<file path="src/rtl/serial_add_ctrl_if.sv">
// Request/result bundle between a requesting controller and serial_add_ctrl.
//
// Handshake: the master raises start together with sub/A/B. The slave
// accepts on the rising clock edge where start=1 and ready=1. Nothing is
// queued while ready=0. The operands are latched on the accepting edge and
// may change freely afterwards. done is a one-cycle pulse, and S/Cout/V are
// valid in that cycle. They hold their value until the next done.
interface serial_add_ctrl_if #(
    parameter int WIDTH = 8
);
    logic             start;
    logic             sub;
    logic [WIDTH-1:0] A;
    logic [WIDTH-1:0] B;
    logic             ready;
    logic             done;
    logic [WIDTH-1:0] S;
    logic             Cout;
    logic             V;

    modport master (
        output start, sub, A, B,
        input  ready, done, S, Cout, V
    );

    modport slave (
        input  start, sub, A, B,
        output ready, done, S, Cout, V
    );
endinterface

</file>
<file path="src/rtl/serial_add_ctrl.sv">
// Bit-serial add/subtract sequencer. A single full adder is reused once per
// clock, LSB first, so an N-bit operation takes N RUN cycles plus one DONE
// cycle. Subtraction is A + ~B + 1: B is inverted on capture and the carry
// flip-flop is preset to 1.
module serial_add_ctrl #(
    parameter int WIDTH = 8,
    parameter int CW    = 4
) (
    input  logic                 clk,
    input  logic                 rst_n,
    serial_add_ctrl_if.slave     bus,
    output logic [1:0]           dbg_state
);

    typedef enum logic [1:0] {
        IDLE = 2'd0,
        RUN  = 2'd1,
        DONE = 2'd2
    } state_t;

    localparam logic [CW-1:0] LAST = CW'(WIDTH - 1);

    state_t           state;
    logic [WIDTH-1:0] op_a;
    logic [WIDTH-1:0] op_b;
    logic [WIDTH-1:0] res;
    logic             carry;
    logic [CW-1:0]    cnt;

    logic [WIDTH-1:0] s_q;
    logic             cout_q;
    logic             v_q;
    logic             done_q;
    logic             ready_q;

    logic             fa_p;
    logic             fa_s;
    logic             fa_co;

    // The shared 1-bit full adder built from XOR/AND/OR gates.
    always_comb begin
        fa_p  = op_a[0] ^ op_b[0];
        fa_s  = fa_p ^ carry;
        fa_co = (op_a[0] & op_b[0]) | (fa_p & carry);
    end

    // Sequencer: latch the operands, step one bit per cycle, publish the result on entry to DONE.
    always_ff @(posedge clk) begin
        if (!rst_n) begin
            state   <= IDLE;
            op_a    <= '0;
            op_b    <= '0;
            res     <= '0;
            carry   <= 1'b0;
            cnt     <= '0;
            s_q     <= '0;
            cout_q  <= 1'b0;
            v_q     <= 1'b0;
            done_q  <= 1'b0;
            ready_q <= 1'b1;
        end else begin
            done_q <= 1'b0;
            case (state)
                IDLE, DONE: begin
                    if (bus.start) begin
                        op_a    <= bus.A;
                        op_b    <= bus.sub ? ~bus.B : bus.B;
                        carry   <= bus.sub;
                        cnt     <= '0;
                        res     <= '0;
                        ready_q <= 1'b0;
                        state   <= RUN;
                    end else begin
                        ready_q <= 1'b1;
                        state   <= IDLE;
                    end
                end
                RUN: begin
                    op_a  <= op_a >> 1;
                    op_b  <= op_b >> 1;
                    // The sum bit enters at the MSB, so after WIDTH shifts bit 0 sits at the LSB.
                    res   <= WIDTH'({fa_s, res} >> 1);
                    carry <= fa_co;
                    cnt   <= cnt + CW'(1);
                    if (cnt == LAST) begin
                        // carry still holds the carry into the MSB here, which gives V.
                        s_q     <= WIDTH'({fa_s, res} >> 1);
                        cout_q  <= fa_co;
                        v_q     <= carry ^ fa_co;
                        done_q  <= 1'b1;
                        ready_q <= 1'b1;
                        state   <= DONE;
                    end
                end
                default: begin
                    ready_q <= 1'b1;
                    state   <= IDLE;
                end
            endcase
        end
    end

    assign bus.S     = s_q;
    assign bus.Cout  = cout_q;
    assign bus.V     = v_q;
    assign bus.done  = done_q;
    assign bus.ready = ready_q;
    assign dbg_state = state;

endmodule

</file>
<file path="src/flat_wrapper.sv">
// flat-port wrapper written by rule: the top's interface ports become plain ports
module serial_add_ctrl_flat 
#(
    parameter int WIDTH = 8,
    parameter int CW    = 4
)
  (clk, rst_n, dbg_state, bus_start, bus_sub, bus_A, bus_B, bus_ready, bus_done, bus_S, bus_Cout, bus_V);
  serial_add_ctrl_if #(.WIDTH(WIDTH)) bus_i ();
  input  logic clk;
  input  logic rst_n;
  output logic [1:0] dbg_state;
  input wire logic [$bits(bus_i.start)-1:0] bus_start;
  input wire logic [$bits(bus_i.sub)-1:0] bus_sub;
  input wire logic [$bits(bus_i.A)-1:0] bus_A;
  input wire logic [$bits(bus_i.B)-1:0] bus_B;
  output wire logic [$bits(bus_i.ready)-1:0] bus_ready;
  output wire logic [$bits(bus_i.done)-1:0] bus_done;
  output wire logic [$bits(bus_i.S)-1:0] bus_S;
  output wire logic [$bits(bus_i.Cout)-1:0] bus_Cout;
  output wire logic [$bits(bus_i.V)-1:0] bus_V;
  assign bus_i.start = bus_start;
  assign bus_i.sub = bus_sub;
  assign bus_i.A = bus_A;
  assign bus_i.B = bus_B;
  assign bus_ready = bus_i.ready;
  assign bus_done = bus_i.done;
  assign bus_S = bus_i.S;
  assign bus_Cout = bus_i.Cout;
  assign bus_V = bus_i.V;
  serial_add_ctrl #(.WIDTH(WIDTH), .CW(CW)) u_core (.clk(clk), .rst_n(rst_n), .bus(bus_i), .dbg_state(dbg_state));
endmodule
</file>
<file path="config.mk">
export PLATFORM = sky130hd
export DESIGN_NAME = serial_add_ctrl_flat
export DESIGN_NICKNAME = d
export VERILOG_FILES = /design/src/rtl/serial_add_ctrl_if.sv /design/src/rtl/serial_add_ctrl.sv /design/src/flat_wrapper.sv
export SDC_FILE = /design/constraint.sdc
export NUM_CORES = 1
export LEC_CHECK = 0
export CAP_MARGIN = 20
export CORE_MARGIN = 2
export CORE_UTILIZATION = 51
export DETAILED_ROUTE_END_ITERATION = 8
export MAX_ROUTING_LAYER = met4
export PLACE_DENSITY = 0.78
export SYNTH_ARGS = -nofsm -noshare
export SYNTH_HDL_FRONTEND = slang
export SYNTH_SLANG_ARGS = --single-unit
export TNS_END_PERCENT = 5
</file>
<file path="constraint.sdc">
create_clock -name clk -period 1.5 [get_ports clk]
set_clock_uncertainty 0.1 [all_clocks]
set_input_delay 0.15 -clock clk [delete_from_list [all_inputs] [get_ports clk]]
set_output_delay 0.15 -clock clk [all_outputs]
set_load 0.1 [all_outputs]
</file>
==> metrics.log <==
[metrics] DR WL/cell: 13.01 um
[metrics] global placement routability congestion: roughly 0.79
[metrics] width of the die: 64.81 um
[metrics] relative max-transition margin: 82.43%
[metrics] post-synthesis async set-or-reset flop share: 0%
[metrics] Cell Rows: 22
[metrics] register area share after synthesis: 44.59%
[metrics] result of the run: completed
[metrics] pwr/cell area: approximately 910 nW/um^2
[metrics] half-perimeter wire length after placement: 2525 um
[metrics] number of port buffers: 33
[metrics] type of element capturing the critical path: register
[metrics] number of nets in the finished design: 255
[metrics] DRC Markers: 0
[metrics] post-synth net total: 222
[metrics] number of antenna cells inserted: 0
[metrics] area of placed instances: roughly 2400 sq um
[metrics] Worst Hold Margin: between 300 and 400 ps
[metrics] initial cell density of the core: between 50 and 60%
[metrics] Post-synth EDFFs: 0
[metrics] worst-path maximum fanout: 7
[metrics] type of the setup path with the least slack: register to register
[metrics] number of distinct library cells after synthesis: 30
[metrics] worst setup slack for register-to-register paths: 70 ps
[metrics] Total Routing Usage GR: about a fifth
[metrics] worst IR drop on VDD: 0.6686 mV
[metrics] IO Pins: 34
[metrics] Final Max Tran Viols: 0
[metrics] pin count of the biggest net entering global routing: 39
[metrics] antenna violation net count after detailed routing: 0
[metrics] critical path launch point type: register
[metrics] average vias per placed instance: 5.468
[metrics] clock tree from TritonCTS: done
[metrics] # setup viols final: 0
[metrics] most frequent cells in the layout: sky130_fd_sc_hd__dfxtp_1 (40), sky130_fd_sc_hd__nand3_1 (36), sky130_fd_sc_hd__a21oi_1 (28), sky130_fd_sc_hd__clkdlybuf4s50_1 (19), sky130_fd_sc_hd__buf_12 (18)
[metrics] Die Outline Area: 4200 sq um
[metrics] setup total negative slack: 0 ps
[metrics] CP top delay family: flip-flops
[metrics] CTS H-tree lvls: 2
[metrics] die height: 64.81 um
[metrics] leading cell type in the layout, fill and taps excluded: sky130_fd_sc_hd__dfxtp_1
[metrics] clk root buf: sky130_fd_sc_hd__clkbuf_8
[metrics] Worst-path clk slew: 80 ps
[metrics] total of flip-flops plus latches after synthesis: 42
[metrics] vias in the first global route: 1421
[metrics] DRT iter0 DRCs: 134
[metrics] worst-case clock buffer depth: 2
[metrics] Setup WS pre-CTS: 56.01 ps
[metrics] slew at the pin closest to its max-slew limit: 263.2 ps
[metrics] count of fill cells added during filler insertion: 287
[metrics] number of antenna violations at the first check in global routing: 0
[metrics] area of all placed cells without fillers: around 2500 sq um
[metrics] area overhead of the layout relative to synthesis: 33.91%
[metrics] post-synthesis cell type with the largest combined area: sky130_fd_sc_hd__dfxtp_1
[metrics] Yosys top cell area share: 44.59%
[metrics] setup fix buffers added after clock tree synthesis: 0
[metrics] Num CTS Buffers: 5
[metrics] clock insertion delay at the later pin of the skew report: 290 ps
[metrics] most common flop cell mapped by yosys: sky130_fd_sc_hd__dfxtp_1
[metrics] Final min period: ~1400 ps
[metrics] CTS-repair resized insts: 0
[metrics] Hold Vio Cnt, Final: 0
[metrics] hold_buf cts: 0
[metrics] count of buffer and inverter cells on the critical path: 1
[metrics] Hold WC Path Type: input pin to register
[metrics] via total after detailed routing: roughly 1500
[metrics] synthesized cell area: ~1900 sq um
[metrics] synthesis warning total: 0
[metrics] fin worst setup slack: 68.15 ps
[metrics] CORE AREA: between 3000 and 4000 sq um
[metrics] max cap viols: 0
[metrics] maximum cell stage delay along the critical path: 380 ps
[metrics] 1st-pass router iterations: 4
[metrics] highest attainable clock frequency: 0.6984 GHz
[metrics] final worst-path cycle share: between 90% and 100%
[metrics] worst-path cell chain: ha_1, and3b_2, buf_4, nand3_1, a21oi_1
[metrics] number of instances in the synthesized netlist: 200
[metrics] sinks on the clock net: 42
[metrics] leakage power of the design: 0.0008842 uW
[metrics] grt ovf: 0
[metrics] post-synthesis area per instance: about 9.4 sq um
[metrics] total power consumption of the routed design: 2300 uW
[metrics] final WL: 3670 um
[metrics] required time worst endpoint: 1620 ps
[metrics] wire length of the first global-routing pass: 6410 um
[metrics] top cells by area, synth: sky130_fd_sc_hd__dfxtp_1 (45%), sky130_fd_sc_hd__nand3_1 (9.6%), sky130_fd_sc_hd__a21oi_1 (7.4%)
[metrics] proportion of layout cells with a drive suffix above 1: 26.50%
[metrics] setup repair after global routing missed its margin: false
[metrics] critical-path cell with the highest stage delay: sky130_fd_sc_hd__dfxtp_1
[metrics] crit path DAT: 1550 ps
flip-flops by register name (all words and copies together) (netlist names):
signal,count
u_core.bus.ready,1
u_core.bus.S,8
u_core.res,7
u_core.bus.V,1
u_core.op_b,8
u_core.dbg_state,2
u_core.bus.Cout,1
u_core.op_a,8
u_core.cnt,4
u_core.carry,1
u_core.bus.done,1
kinds of logic (layout without fill, tap and decap cells):
family | count (synthesis) | count (layout) | synth area share (%)
compound gates | 65 | 65 | 24.82
simple gates | 59 | 59 | 15.79
flops | 42 | 42 | 44.59
buf+inv | 21 | 55 | 7.564
xor+xnor | 9 | 9 | 4.181
fa+ha+maj | 2 | 2 | 1.725
mux | 2 | 2 | 1.327
through the flow:
stage | utilization, % | cells
2_1_floorplan | - | 200
5_1_grt | 70.02 | 282
4_1_cts | 69.99 | 282
3_5_place_dp | 67.52 | 274
3_3_place_gp | 67.52 | 274
6_report | 70.02 | 282
worst register-to-register path, delay by kind of cell (launching register included):
kind	cells	cell delay (ps)
and+or+nand+nor	2	330
buffers and inverters	1	160
AOI/OAI and AO/OA	1	170
adders and majority gates	1	220
DFF	1	380
final cells by class:
cell class	count	area [sq um]	share of cell area, %
Clock buffer	5	68.82	2.725
Sequential cell	42	848.3	33.60
Clock inverter	3	20.02	0.7929
Timing Repair Buffer	46	618.1	24.48
Inverter	1	3.754	0.1487
Multi-Input combinational cell	137	905.9	35.88
Tap cell	48	60.06	2.379
metal layers:
| metal | wire, um | part of all wire [%] | track usage, % | up-vias |
|---|---|---|---|---|
| li1 | - | - | - | 780 |
| met1 | 1605 | 44 | 25.03 | 712 |
| met2 | 1835 | 50 | 31.70 | 44 |
| met3 | 177 | 4.8 | 5.035 | 6 |
| met4 | 51 | 1.4 | 6.915 | 0 |
| met5 | 0 | 0 | - | - |
final timing paths:
path                     endpoint  depth (start not counted)          start
setup reg to reg  u_core.bus.S[1]                          5  u_core.cnt[0]
hold / removal     u_core.op_a[7]                          3       bus_A[7]
hold reg to reg     u_core.res[1]                          2  u_core.res[2]
setup / recovery  u_core.bus.S[1]                          5  u_core.cnt[0]
power by group:
group          switching (uW)  total (uW)  internal (uW)
registers                31.7        1190           1160
logic                     210         388            178
clock network             396         724            328
total                     638        2300           1660
synth_stat cells, types with 4 or more instances:
library cell,n
sky130_fd_sc_hd__buf_4,9
sky130_fd_sc_hd__a21oi_2,10
sky130_fd_sc_hd__a22oi_2,10
sky130_fd_sc_hd__a22oi_1,5
sky130_fd_sc_hd__nand3_1,36
sky130_fd_sc_hd__clkbuf_1,5
sky130_fd_sc_hd__xor2_1,8
sky130_fd_sc_hd__nand2b_1,4
sky130_fd_sc_hd__o21ai_0,10
sky130_fd_sc_hd__dfxtp_1,42
sky130_fd_sc_hd__nand2_1,10
sky130_fd_sc_hd__a21oi_1,28
No activity file was read; power rests on OpenSTA's default activity.
